$ cat src/rtl/sync_fifo_wr_arbiter_pkg.sv
// Shared types and helpers for the FIFO write-side schedulers.
package fifo_arb_pkg;

   typedef enum logic {
      ARB  = 1'b0,
      HOLD = 1'b1
   } arb_state_t;

   function automatic int id_w(input int n);
      return $clog2(n);
   endfunction

endpackage

$ cat src/rtl/sync_fifo_wr_arbiter_if.sv
// Producer handshake plus FIFO push port shared by the write arbiter.
interface sync_fifo_wr_arbiter_if #(
   parameter int NUM_REQ = 4,
   parameter int WIDTH   = 32
);
   import fifo_arb_pkg::*;

   localparam int ID_W = id_w(NUM_REQ);

   logic [NUM_REQ-1:0]            req_valid;
   logic [NUM_REQ-1:0][WIDTH-1:0] req_data;
   logic [NUM_REQ-1:0]            req_ready;
   logic                          fifo_full;
   logic                          fifo_push;
   logic [ID_W+WIDTH-1:0]         fifo_data;
   logic                          grant_valid;
   logic [ID_W-1:0]               grant_id;
   logic                          stall;

   // Arbiter side.
   modport slave (
      input  req_valid, req_data, fifo_full,
      output req_ready, fifo_push, fifo_data, grant_valid, grant_id, stall
   );

   // Producers, FIFO and observers.
   modport master (
      output req_valid, req_data, fifo_full,
      input  req_ready, fifo_push, fifo_data, grant_valid, grant_id, stall
   );

endinterface

$ cat src/rtl/sync_fifo_wr_arbiter_rr_pick.sv
// Rotate-priority picker: first set request at or after ptr, wrapping modulo NUM_REQ.
module rr_pick
   import fifo_arb_pkg::*;
#(
   parameter int NUM_REQ = 4
) (
   input  logic [NUM_REQ-1:0]          req,
   input  logic [id_w(NUM_REQ)-1:0]    ptr,
   output logic                        any,
   output logic [id_w(NUM_REQ)-1:0]    idx
);

   localparam int ID_W = id_w(NUM_REQ);

   logic [ID_W-1:0] cand;

   // Walk offsets from farthest to nearest so the nearest hit is the last write.
   always_comb begin
      any  = 1'b0;
      idx  = '0;
      cand = '0;
      for (int k = NUM_REQ - 1; k >= 0; k--) begin
         cand = ID_W'((int'(ptr) + k) % NUM_REQ);
         if (req[cand]) begin
            any = 1'b1;
            idx = cand;
         end
      end
   end

endmodule

$ cat src/rtl/sync_fifo_wr_arbiter.sv
// Round-robin burst scheduler sharing one sync_fifo push port between NUM_REQ producers.
//   state | meaning
//   ARB   | no grant; pick next valid producer at or after rr_ptr
//   HOLD  | grant held; push granted words until burst done or valid drops
module sync_fifo_wr_arbiter
   import fifo_arb_pkg::*;
#(
   parameter int NUM_REQ   = 4,
   parameter int WIDTH     = 32,
   parameter int MAX_BURST = 4
) (
   input  logic                  clk,
   input  logic                  rst_n,
   input  logic                  flush,
   sync_fifo_wr_arbiter_if.slave bus
);

   localparam int ID_W    = id_w(NUM_REQ);
   localparam int BURST_W = $clog2(MAX_BURST + 1);
   localparam logic [BURST_W-1:0] BURST_LAST = BURST_W'(MAX_BURST - 1);

   if (NUM_REQ < 2) begin : g_bad_num_req
      $error("sync_fifo_wr_arbiter: NUM_REQ must be at least 2");
   end
   if (MAX_BURST < 1) begin : g_bad_max_burst
      $error("sync_fifo_wr_arbiter: MAX_BURST must be at least 1");
   end

   arb_state_t         state_q, state_d;
   logic [ID_W-1:0]    grant_id_q, grant_id_d;
   logic [ID_W-1:0]    rr_ptr_q, rr_ptr_d;
   logic [BURST_W-1:0] burst_cnt_q, burst_cnt_d;
   logic               grant_valid_q, grant_valid_d;

   logic               pick_any;
   logic [ID_W-1:0]    pick_idx;
   logic               cur_valid;
   logic               push;
   logic [NUM_REQ-1:0] ready;

   rr_pick #(.NUM_REQ(NUM_REQ)) u_rr_pick (
      .req (bus.req_valid),
      .ptr (rr_ptr_q),
      .any (pick_any),
      .idx (pick_idx)
   );

   assign cur_valid = bus.req_valid[grant_id_q];
   assign push      = grant_valid_q && cur_valid && !bus.fifo_full && !flush;

   always_comb begin
      ready = '0;
      if (grant_valid_q && !bus.fifo_full && !flush) begin
         ready[grant_id_q] = 1'b1;
      end
   end

   always_comb begin
      state_d     = state_q;
      grant_id_d  = grant_id_q;
      rr_ptr_d    = rr_ptr_q;
      burst_cnt_d = burst_cnt_q;
      case (state_q)
         ARB: begin
            if (pick_any) begin
               state_d     = HOLD;
               grant_id_d  = pick_idx;
               burst_cnt_d = '0;
            end
         end
         HOLD: begin
            // A dropped valid releases even while the FIFO is full.
            if (!cur_valid || (push && burst_cnt_q == BURST_LAST)) begin
               state_d  = ARB;
               rr_ptr_d = (grant_id_q == ID_W'(NUM_REQ - 1)) ? '0 : grant_id_q + 1'b1;
            end else if (push) begin
               burst_cnt_d = burst_cnt_q + 1'b1;
            end
         end
         default: state_d = ARB;
      endcase
      if (flush) begin
         state_d     = ARB;
         grant_id_d  = '0;
         rr_ptr_d    = '0;
         burst_cnt_d = '0;
      end
      grant_valid_d = (state_d == HOLD);
   end

   always_ff @(posedge clk or negedge rst_n) begin
      if (!rst_n) begin
         state_q       <= ARB;
         grant_id_q    <= '0;
         rr_ptr_q      <= '0;
         burst_cnt_q   <= '0;
         grant_valid_q <= 1'b0;
      end else begin
         state_q       <= state_d;
         grant_id_q    <= grant_id_d;
         rr_ptr_q      <= rr_ptr_d;
         burst_cnt_q   <= burst_cnt_d;
         grant_valid_q <= grant_valid_d;
      end
   end

   assign bus.req_ready   = ready;
   assign bus.fifo_push   = push;
   assign bus.fifo_data   = {grant_id_q, bus.req_data[grant_id_q]};
   assign bus.grant_valid = grant_valid_q;
   assign bus.grant_id    = grant_id_q;
   assign bus.stall       = grant_valid_q && cur_valid && bus.fifo_full;

endmodule

$ cat src/flat_wrapper.sv
// flat-port wrapper written by rule: the top's interface ports become plain ports
module sync_fifo_wr_arbiter_flat import fifo_arb_pkg::*;
#(
   parameter int NUM_REQ   = 4,
   parameter int WIDTH     = 32,
   parameter int MAX_BURST = 4
)
  (clk, rst_n, flush, bus_req_valid, bus_req_data, bus_fifo_full, bus_req_ready, bus_fifo_push, bus_fifo_data, bus_grant_valid, bus_grant_id, bus_stall);
  sync_fifo_wr_arbiter_if #(.NUM_REQ(NUM_REQ), .WIDTH(WIDTH)) bus_i ();
  input  logic clk;
  input  logic rst_n;
  input  logic flush;
  input wire logic [$bits(bus_i.req_valid)-1:0] bus_req_valid;
  input wire logic [$bits(bus_i.req_data)-1:0] bus_req_data;
  input wire logic [$bits(bus_i.fifo_full)-1:0] bus_fifo_full;
  output wire logic [$bits(bus_i.req_ready)-1:0] bus_req_ready;
  output wire logic [$bits(bus_i.fifo_push)-1:0] bus_fifo_push;
  output wire logic [$bits(bus_i.fifo_data)-1:0] bus_fifo_data;
  output wire logic [$bits(bus_i.grant_valid)-1:0] bus_grant_valid;
  output wire logic [$bits(bus_i.grant_id)-1:0] bus_grant_id;
  output wire logic [$bits(bus_i.stall)-1:0] bus_stall;
  assign bus_i.req_valid = bus_req_valid;
  assign bus_i.req_data = bus_req_data;
  assign bus_i.fifo_full = bus_fifo_full;
  assign bus_req_ready = bus_i.req_ready;
  assign bus_fifo_push = bus_i.fifo_push;
  assign bus_fifo_data = bus_i.fifo_data;
  assign bus_grant_valid = bus_i.grant_valid;
  assign bus_grant_id = bus_i.grant_id;
  assign bus_stall = bus_i.stall;
  sync_fifo_wr_arbiter #(.NUM_REQ(NUM_REQ), .WIDTH(WIDTH), .MAX_BURST(MAX_BURST)) u_core (.clk(clk), .rst_n(rst_n), .flush(flush), .bus(bus_i));
endmodule
$ cat config.mk
export PLATFORM = sky130hd
export DESIGN_NAME = sync_fifo_wr_arbiter_flat
export DESIGN_NICKNAME = d
export VERILOG_FILES = /design/src/rtl/sync_fifo_wr_arbiter_pkg.sv /design/src/rtl/sync_fifo_wr_arbiter_if.sv /design/src/rtl/sync_fifo_wr_arbiter_rr_pick.sv /design/src/rtl/sync_fifo_wr_arbiter.sv /design/src/flat_wrapper.sv
export SDC_FILE = /design/constraint.sdc
export NUM_CORES = 1
export LEC_CHECK = 0
export CAP_MARGIN = 15
export CELL_PAD_IN_SITES_DETAIL_PLACEMENT = 0
export CELL_PAD_IN_SITES_GLOBAL_PLACEMENT = 2
export CORE_UTILIZATION = 13
export CTS_CLUSTER_SIZE = 14
export DETAILED_ROUTE_END_ITERATION = 7
export PLACE_DENSITY_LB_ADDON = 0.1
export RECOVER_POWER = 50
export SYNTH_ARGS = -nofsm -noshare
export SYNTH_HDL_FRONTEND = slang
export SYNTH_SLANG_ARGS = --single-unit
$ cat constraint.sdc
create_clock -name clk -period 1.9 [get_ports clk]
set_input_delay 0.285 -clock clk [delete_from_list [all_inputs] [get_ports clk]]
set_output_delay 0.285 -clock clk [all_outputs]
set_load 0.01 [all_outputs]
# Word-level counts from Yosys, hierarchy flattened
# Index checks and enable logic that the tools add are counted.
# word_totals
ff_bits	8
inputBits	136
out_inout_bits	43
word_cells	79
# op_classes
add_sub_neg	5
magnitude_cmp	6
eq_ne	6
n_mux	39
n_bitwise	1
reduce_logical	18
# ops
cell	n
32-bit binary-select mux with 2-bit select	1
32-bit two-way mux	1
2-bit two-way mux	11
2-bit by 3-bit < comparator with 1-bit output (second input constant)	5
1-bit two-way mux	13
3-bit two-way mux	4
1-bit binary-select mux with 2-bit select	5
1-bit logical AND	8
3-bit != test (second input constant)	2
3-bit case mux with 2 select lines	1
2-bit nonzero test	3
2-bit by 1-bit adder with 2-bit output (second input constant)	2
2-bit adder (second input constant)	2
4-bit two-way mux	1
2-bit AND reduction	2
3-bit by 1-bit adder with 3-bit output (second input constant)	1
3-bit by 2-bit == test with 1-bit output (second input constant)	1
1-bit logical NOT	3
3-bit by 2-bit != test with 1-bit output (second input constant)	1
3-bit AND reduction	1
1-bit demux with 2-bit select	1
2-bit == test (second input constant)	1
2-bit by 1-bit greater-or-equal comparator with 1-bit output (second input constant)	1
2-bit != test (second input constant)	1
other kinds (3)	3

# Depth between registers and ports, before layout
# Gate-level depths: netlist (run 1).
# logic_depth
word_depth	10
mapped_depth	6
ltp_nobuf	6

# Cells and area by module
# A second synthesis (run 1) with hierarchy kept.
# hier_totals
cells_unflattened	119
area_unflattened_um2	1466.4
# by_module_without_submodules
mod	instances	cells_per_inst	area_per_inst_um2	seq_area_each_um2
sync_fifo_wr_arbiter	1	106	1388.8	200.2
rr_pick	1	13	77.6	0.0

# Least setup slack after synthesis (run 1)
# Ideal clock, no wire load.
# synth_path
kind	register -> output
start	register u_core.grant_id_q[0], in the netlist u_core.bus.grant_id[0]
end	output bus_fifo_data[0]
arrival_ns	1.553
required_time_ns	1.615
path_slack_ns	0.062
path_stages_with_launch	4
path_buffers	2
cell_sequence	dfrtp_1 -> buf_2 -> buf_2 -> mux4_2
# synth_via
elab_chain_len	2
# synth_lines
item	line_no	source
start, declared	sync_fifo_wr_arbiter.sv:30	logic [ID_W-1:0] grant_id_q, grant_id_d;
start signal, assigned	sync_fifo_wr_arbiter.sv:100	grant_id_q <= grant_id_d;
32-bit binary-select mux with 2-bit select	sync_fifo_wr_arbiter.sv:109	assign bus.fifo_data = {grant_id_q, bus.req_data[grant_id_q]};
32-bit two-way mux (not written as such)	sync_fifo_wr_arbiter.sv:109	
end, declared	flat_wrapper.sv:18	output wire logic [$bits(bus_i.fifo_data)-1:0] bus_fifo_data;
# No other way between the ends. The select of a mux whose other input is x is not followed.

# Worst setup path after layout (run 1)
# Ends and elaborated chain as after synthesis.

==> results of run 1 <==
## through the flow
stage               util [%]  cell area [µm²]
finish                 35.26             3672
global placement       33.39             3478
floorplan                  -             1406
detailed placement     33.39             3478
CTS                    34.37             3580
global route           35.26             3672
## sequential cells by signal, indices dropped and copies added (netlist names)
signal               count
u_core.burst_cnt_q       3
u_core.rr_ptr_q          2
u_core.bus.grant_id      2
u_core.state_q           1
## per-layer routing
metal	part of all wire, %	GRT usage [%]	vias up
li1	-	-	856
met1	39	16.48	892
met2	53	25.86	87
met3	7.7	2.575	2
met4	0.45	1.687	0
met5	0	0	-
## kinds of logic (layout without fill, tap and decap cells)
| group | count (synthesis) | after routing | share of synthesized area (%) |
|---|---|---|---|
| and+or+nand+nor | 23 | 23 | 9.787 |
| buffers and inverters | 18 | 221 | 6.316 |
| AOI/OAI and AO/OA | 15 | 15 | 6.939 |
| DFF | 8 | 8 | 14.23 |
| adders and majority gates | 6 | 6 | 5.338 |
| muxes | 39 | 39 | 57.38 |
## layout by cell type, fill, tap and decap left out, types with 2 or more instances in the layout
| cell type | instances |
|---|---|
| sky130_fd_sc_hd__clkdlybuf4s50_1 | 136 |
| sky130_fd_sc_hd__mux4_2 | 33 |
| sky130_fd_sc_hd__buf_2 | 17 |
| sky130_fd_sc_hd__buf_6 | 17 |
| sky130_fd_sc_hd__buf_4 | 13 |
| sky130_fd_sc_hd__inv_1 | 7 |
| sky130_fd_sc_hd__buf_12 | 7 |
| sky130_fd_sc_hd__ha_1 | 6 |
| sky130_fd_sc_hd__dfrtp_1 | 6 |
| sky130_fd_sc_hd__nand2b_1 | 5 |
| sky130_fd_sc_hd__and2_1 | 5 |
| sky130_fd_sc_hd__a21oi_1 | 5 |
| sky130_fd_sc_hd__clkbuf_2 | 5 |
| sky130_fd_sc_hd__nor2_1 | 4 |
| sky130_fd_sc_hd__dlygate4sd3_1 | 4 |
| sky130_fd_sc_hd__clkdlybuf4s15_1 | 4 |
| sky130_fd_sc_hd__mux2_2 | 3 |
| sky130_fd_sc_hd__mux2i_1 | 3 |
| sky130_fd_sc_hd__clkbuf_8 | 3 |
| sky130_fd_sc_hd__nand2_1 | 2 |
| sky130_fd_sc_hd__a22o_1 | 2 |
| sky130_fd_sc_hd__a31oi_1 | 2 |
| sky130_fd_sc_hd__dlygate4sd2_1 | 2 |
| sky130_fd_sc_hd__dfrtp_2 | 2 |
## worst max-delay path: stages (launching register included)
cell                      delay, ns
sky130_fd_sc_hd__dfrtp_2       0.40
sky130_fd_sc_hd__buf_6         0.16
sky130_fd_sc_hd__buf_16        0.13
sky130_fd_sc_hd__buf_12        0.11
sky130_fd_sc_hd__mux4_2        0.47
sky130_fd_sc_hd__buf_2         0.15
## power breakdown
group | switching, W | internal (W)
sequential | 0.00000883 | 0.000181
clock | 0.0000685 | 0.000137
combinational | 0.000299 | 0.000634
## path summary, 6_finish.rpt
check / end / slack, ns / cells past startpoint
setup / recovery: bus_fifo_data[0] / -0.04 / 5
hold / removal: u_core.state_q / 0.43 / 1
setup reg to reg: u_core.burst_cnt_q[0] / 0.14 / 6
hold reg to reg: u_core.burst_cnt_q[2] / 0.51 / 1
max in group asynchronous: u_core.bus.grant_id[1] / 1.14 / 1
min in group clk: u_core.burst_cnt_q[2] / 0.51 / 1
## layout make-up
cell class	count	area, µm²
inverter	7	26.28
sequential	8	202.7
tap	136	170.2
multi-input combinational	83	1122
timing repair buffer	211	2110
fill	1059	6744
clock buffer	3	41.29
## repair_timing
action	CTS	global route
pin swaps	2	0
setup buffers	8	3
gates cloned	2	1
resized for setup	134	27
endpoints found under the setup margin	38	23
==> results.md, run 1 <==
Floorplan:
- The die is about 110 µm tall.
- The number of top-level pins is around 180.
- The number of standard-cell rows in the floorplan is 37.
- The x dimension of the die is between 100 and 150 µm.
- The die covers between 10000 and 15000 µm².
- The core region is roughly 10000 µm².
- The initial core utilization is between 10% and 20%.

Logic synthesis:
- The commonest cells after synthesis are sky130_fd_sc_hd__mux4_2, sky130_fd_sc_hd__dfrtp_1, sky130_fd_sc_hd__inv_1.
- The unique cell type count in the Yosys netlist is 30.
- The fraction of the yosys area taken by sequential cells is between 10 and 15%.
- The number of flip-flops and latches in the synthesized netlist is 8.
- By area the synthesized netlist is led by sky130_fd_sc_hd__mux4_2, sky130_fd_sc_hd__dfrtp_1, sky130_fd_sc_hd__ha_1.
- The number of nets in the synthesized netlist is 251.
- After technology mapping, the gate count stands at between 100 and 150.
- The cell area that synthesis handed to floorplanning was around 1400 µm².
- Among all flip-flop cells after synthesis, the most frequent one is sky130_fd_sc_hd__dfrtp_1.
- The fraction of post-synthesis cell area in the top cell type by area is approximately 53%.
- A synthesized cell averages ~13 µm².
- The number of flops mapped to enable cells by yosys is 0.
- For this run, the number of Yosys warnings is 0.
- For this run, asynchronously set or reset flops after synthesis account for 100.0%.
- Of all cell types, the one taking the most synthesized area is sky130_fd_sc_hd__mux4_2.
- The dominant cell by count in the synthesized netlist is sky130_fd_sc_hd__mux4_2.

Clocking:
- The sink count of the clock tree is 8.
- Clock-pin slew was measured on the worst setup and hold paths at roughly 0.040 ns.
- TritonCTS built the clock tree.
- TritonCTS created 3 clock buffers.
- No sink is reached through more buffers than the 2 on the longest clock path.
- For the worst-skew pair, the clock arrives at the later sink with an insertion delay of 0.23 ns.
- The deepest level of the CTS H-tree is 1.
- The tree is rooted in a sky130_fd_sc_hd__clkbuf_8.
- The hold buffer count at CTS is 0.

Finish:
- The finished layout holds about 450 standard cells, fillers aside.
- 0 antenna diodes ended up in the layout.
- After the last flow step, the layout net total stands at approximately 460.
- The fraction of layout instances using a drive strength above 1 is 34.62%.
- Relative to the synthesized area, the layout overhead comes to 161.1%.

Detailed routing:
- The wire length per cell after detailed routing is 17.89 µm.
- For this run, design rule violations remaining after detail routing come to 0.
- The DRC violation total after the first TritonRoute iteration is 47.
- The detail route stage leaves a number of antenna-violating nets equal to 0.
- The wire length after detailed routing is 8014 µm.
- The routed layout has 1837 vias.
- The first-pass iteration count of the detailed router is 4.
- Dividing the detail-routed via count by the number of cells gives just over 4.

Setup path:
- The worst endpoint data arrival time is roughly 1.7 ns.
- The worst setup path is launched from a flop.
- The critical path is of the reg -> out type.
- The worst flop-to-flop path startpoint is u_core.bus.grant_id[0].
- The largest fanout of any net on the critical path is 6.
- STA puts the critical path data required time at 1.62 ns.
- The critical path capture point type is an output pin.
- The critical path starts at u_core.bus.grant_id[0].

Place:
- The port buffer count is ~180.
- The number of placed instances, taps included, is around 430.
- The detailed-placement wirelength estimate is 6655 µm.
- The post-placement setup slack is -0.3225 ns.
- The final weighted congestion in routability-driven placement is 0.7724.

Power and ir drop:
- The analysis attributes to cell leakage a power of between 1 and 1.5 nW.
- The design draws 0.001330 W.
- Power spread over the standard cell area amounts to around 360 nW/µm².
- The maximum ir drop on the vdd rail is about 0.26 mV.

Run:
- The max-cap violation count is 0.

Global route:
- The largest net degree at the start of global routing is 12.
- The total track usage is between 10% and 20%.
- The number of global-route vias before repair is around 1900.
- The initial antenna violation count came to 0.
- The first global-routing pass estimated between 10000 and 15000 µm of wire.
- Summed over all layers, the global routing overflow is 0.

STA:
- On the final layout, the worst hold slack is around 0.43 ns.
- In this run the tightest slew margin relative to its limit is 71.48%.
- The hold violation count in the final report is 0.
- The final worst-path cycle share is 101.8%.
- The total count of max-transition violations in the final report is 0.
- The maximum clock rate is 516.8 MHz.
- Setup violations remaining at the end of the flow were counted as 8.
- Setup repair after global routing could not meet its margin everywhere.
- The shortest clock period the worst path allows after layout is 1.935 ns.
- The pin slew with the least headroom to its limit is 0.4264 ns.
- For the final routed database, the setup TNS stands at -0.2060 ns.
- Clock skew on the completed layout was measured at ~0.0031 ns.
- The least setup slack across all paths after layout is -0.03510 ns.

Outcome:
- The final reports fail on setup timing.
- The run finished, with violations left.

Hold path:
- The path category of the worst min-delay check is in -> async.
(Power assumes the default switching activity.)
==> inputs of run 2 (changes only) <==
- CTS_CLUSTER_SIZE: 14 -> default
==> results of run 2 <==
The final DEF is identical to that of run 1; final timing and power are the same.
==> inputs of run 3 (changes only) <==
- SETUP_SLACK_MARGIN: default -> 0.02
- SLEW_MARGIN: default -> 20
==> results.md, run 3 (synthesized netlist as in run 1, its figures left out) <==
Setup path:
- Tracing the worst setup path back leads to its startpoint at u_core.bus.grant_id[0].
- The critical path is of the reg -> out type.
- The end of the worst register-to-register path is u_core.burst_cnt_q[0].
- The cell family with the largest share of critical-path delay is buffers and inverters.
- The number of cell instances on the worst register-to-register path is 6.
- Traced cell by cell, the critical path runs through buf_6 -> buf_16 -> buf_12 -> mux4_2 -> buf_2.
- Following the worst setup path forward leads to its endpoint at bus_fifo_data[0].
- The worst endpoint data arrival time is 1.65 ns.
- In this run the worst path has a maximum fanout of 6.
- The critical path capture point type is an output pin.
- The critical path runs through a total of 5 cells.
- The kind of start point of the critical path is a flop.
- The biggest cell delay along the critical path is approximately 0.47 ns.
- STA puts the critical path data required time at around 1.6 ns.
- Counting both buffers and inverters, the worst setup path holds a total of 4.
- The worst flop-to-flop path startpoint is u_core.bus.grant_id[0].
- Setup slack on the worst reg-to-reg path comes out at about 0.15 ns.
- The critical-path cell with the highest stage delay is sky130_fd_sc_hd__mux4_2.

Finish:
- The top register by number of flip-flops is u_core.burst_cnt_q.
- After routing the design area is 3710 µm².
- The flip-flop count of the largest register after layout is 3.
- Summing all multi-input logic gate instances after layout gives ~1100 µm².
- Fill cells in the final layout number about 1100.
- The post-route netlist has between 30% and 40% of its cells at a drive strength greater than 1.
- The commonest non-fill, non-tap cell in the layout is sky130_fd_sc_hd__clkdlybuf4s50_1.
- The count of antenna diodes in the layout is 0.
- The top cell types in the final layout, fill and taps aside, are sky130_fd_sc_hd__clkdlybuf4s50_1, sky130_fd_sc_hd__mux4_2, sky130_fd_sc_hd__buf_6, sky130_fd_sc_hd__buf_2, sky130_fd_sc_hd__buf_4.
- The number of nets in the finished design is approximately 460.
- The area added between synthesis and finish is 163.8%.
- In the final layout, flip-flops and latches occupy just over 200 µm².

Hold path:
- The min-delay analysis places its worst path in the category in -> async.

Clocking:
- The clock latency of the later-clocked register in the worst-skew pair is 0.22 ns.
- The number of buffers added by the clock tree synthesis step is 3.
- CTS built an H-tree with a depth of 1.
- The buffer levels on the longest clock path is 2.
- The clock net in this run drives a total of 8 sinks.
- TritonCTS built the clock tree.
- In this run the clock root is driven by a sky130_fd_sc_hd__clkbuf_8.
- The clock input transition at the sequential cells of the worst setup and hold paths is 0.04 ns.

Floorplan:
- The die covers roughly 11000 µm².
- The x dimension of the die is around 110 µm.
- The number of top-level pins is 179.
- The initial core utilization is between 10% and 20%.
- Row generation in the floorplan step produced 37 rows.
- Measured along the y axis, the die boundary spans 106.0 µm.
- The core region is around 10000 µm².

STA:
- After layout, the worst path uses 101.8% of the clock period.
- The hold violation count in the final report is 0.
- The total count of max-transition violations in the final report is 0.
- Setup repair after global routing could not meet its margin everywhere.
- For the pin with the worst max-slew slack, the measured transition is roughly 0.42 ns.
- The normalized max-slew margin is 71.76%.
- Timing would allow up to between 500 and 600 MHz.
- For the finished layout, the period the worst path requires is around 1.9 ns.
- The least setup slack across all paths after layout is -0.03382 ns.
- On the final layout, the worst clock skew is roughly 0.00084 ns.
- Setup violations remaining at the end of the flow were counted as 8.

Power and ir drop:
- Power spread over the standard cell area amounts to around 360 nW/µm².
- IR analysis of the VDD net gives a maximum drop of about 0.27 mV.
- The sum of internal, switching and leakage power is roughly 0.0014 W.
- For this design the static power due to leakage is around 1.4 nW.

Global route:
- The total grt overflow is 0.
- Entering global routing, the biggest net connects 12 pins.
- Global routing used 13.73% of the available tracks across all layers.
- The first global-routing pass estimated ~12000 µm of wire.
- The number of global-route vias before repair is around 1900.
- The initial antenna violation count came to 0.

Place:
- The detailed-placement wirelength estimate is between 6000 and 7000 µm.
- The instance area after placement is 3478 µm².
- The final weighted congestion in routability-driven placement is 0.7724.
- Port buffering added roughly 180 buffers.

Outcome:
- The final reports fail on setup timing.
- The run finished, with violations left.

Detailed routing:
- The average via count per standard cell is ~4.1.
- Before antenna repair, the detailed router went through 4 iterations.
- The DRC violation total after the first TritonRoute iteration is between 40 and 50.
- The detail route stage leaves a number of antenna-violating nets equal to 0.
- After detailed routing, the average wire length per cell comes to roughly 18 µm.
- For this block, the via count after detailed routing is around 1800.
- For this block, the routed nets add up to 8015 µm of wire.
- In the routed design, unresolved DRC markers number 0.

Run:
- The max-cap violation count is 0.
## run 3: through the flow
step	TNS (ns)	utilization (%)	hold slack [ns]	std cells	worst slack [ns]
after detailed placement	-2.539	33.39	0.4928	431	-0.3225
after global routing	-0.8211	35.62	0.4606	448	-0.09045
final	-0.1954	35.62	0.4331	448	-0.03382
after floorplan	0	-	-0.01059	109	0.06220
after global placement	-2.415	33.39	0.4870	431	-0.3272
after CTS	-0.2423	34.08	0.3768	444	-0.05310
## run 3: per-layer routing
layer	track usage [%]	vias up	part of all wire, %
li1	-	857	-
met1	16.44	900	39
met2	26.14	83	53
met3	2.575	0	7.4
met4	1.190	0	0
met5	0	-	0
## run 3: how the worst min path moves through the flow
stage / start / endpoint / slack, ns / depth (start not counted)
floorplan: rst_n / u_core.burst_cnt_q[0] / -0.01 / 0
global placement: u_core.burst_cnt_q[2] / u_core.burst_cnt_q[2] / 0.49 / 1
detailed placement: u_core.burst_cnt_q[2] / u_core.burst_cnt_q[2] / 0.49 / 1
CTS: rst_n / u_core.state_q / 0.38 / 1
global route: rst_n / u_core.burst_cnt_q[1] / 0.46 / 1
finish: rst_n / u_core.state_q / 0.43 / 1
## run 3: where the power goes
group | total, W | switching [W] | internal (W) | leakage (nW)
logic | 0.000956 | 0.000303 | 0.000653 | 1.31
registers | 0.000190 | 0.00000872 | 0.000181 | 0.105
clock network | 0.000206 | 0.0000687 | 0.000137 | 0.0216
total | 0.00135 | 0.000381 | 0.000972 | 1.44
## run 3: final cells by class
cell class	count	share of cell area, %
Clock buffer	3	1.113
Inverter	7	0.7083
Multi-Input combinational cell	83	30.39
Sequential cell	8	5.464
Tap cell	136	4.587
Timing Repair Buffer	211	57.74
## run 3: worst register-to-register path, delay by kind of cell (launching register included)
family / cells / cell delay, ns
mux: 2 / 0.60
flops: 1 / 0.43
buf+inv: 2 / 0.27
simple gates: 2 / 0.33
## run 3: repair_timing
action                                  4_1_cts  5_1_grt
gates resized for setup                     144       29
endpoints found under the setup margin       38       26
buffers inserted                              8        3
pin swaps                                     2        0
cloned                                        2        1
hold buffers                                  0        0
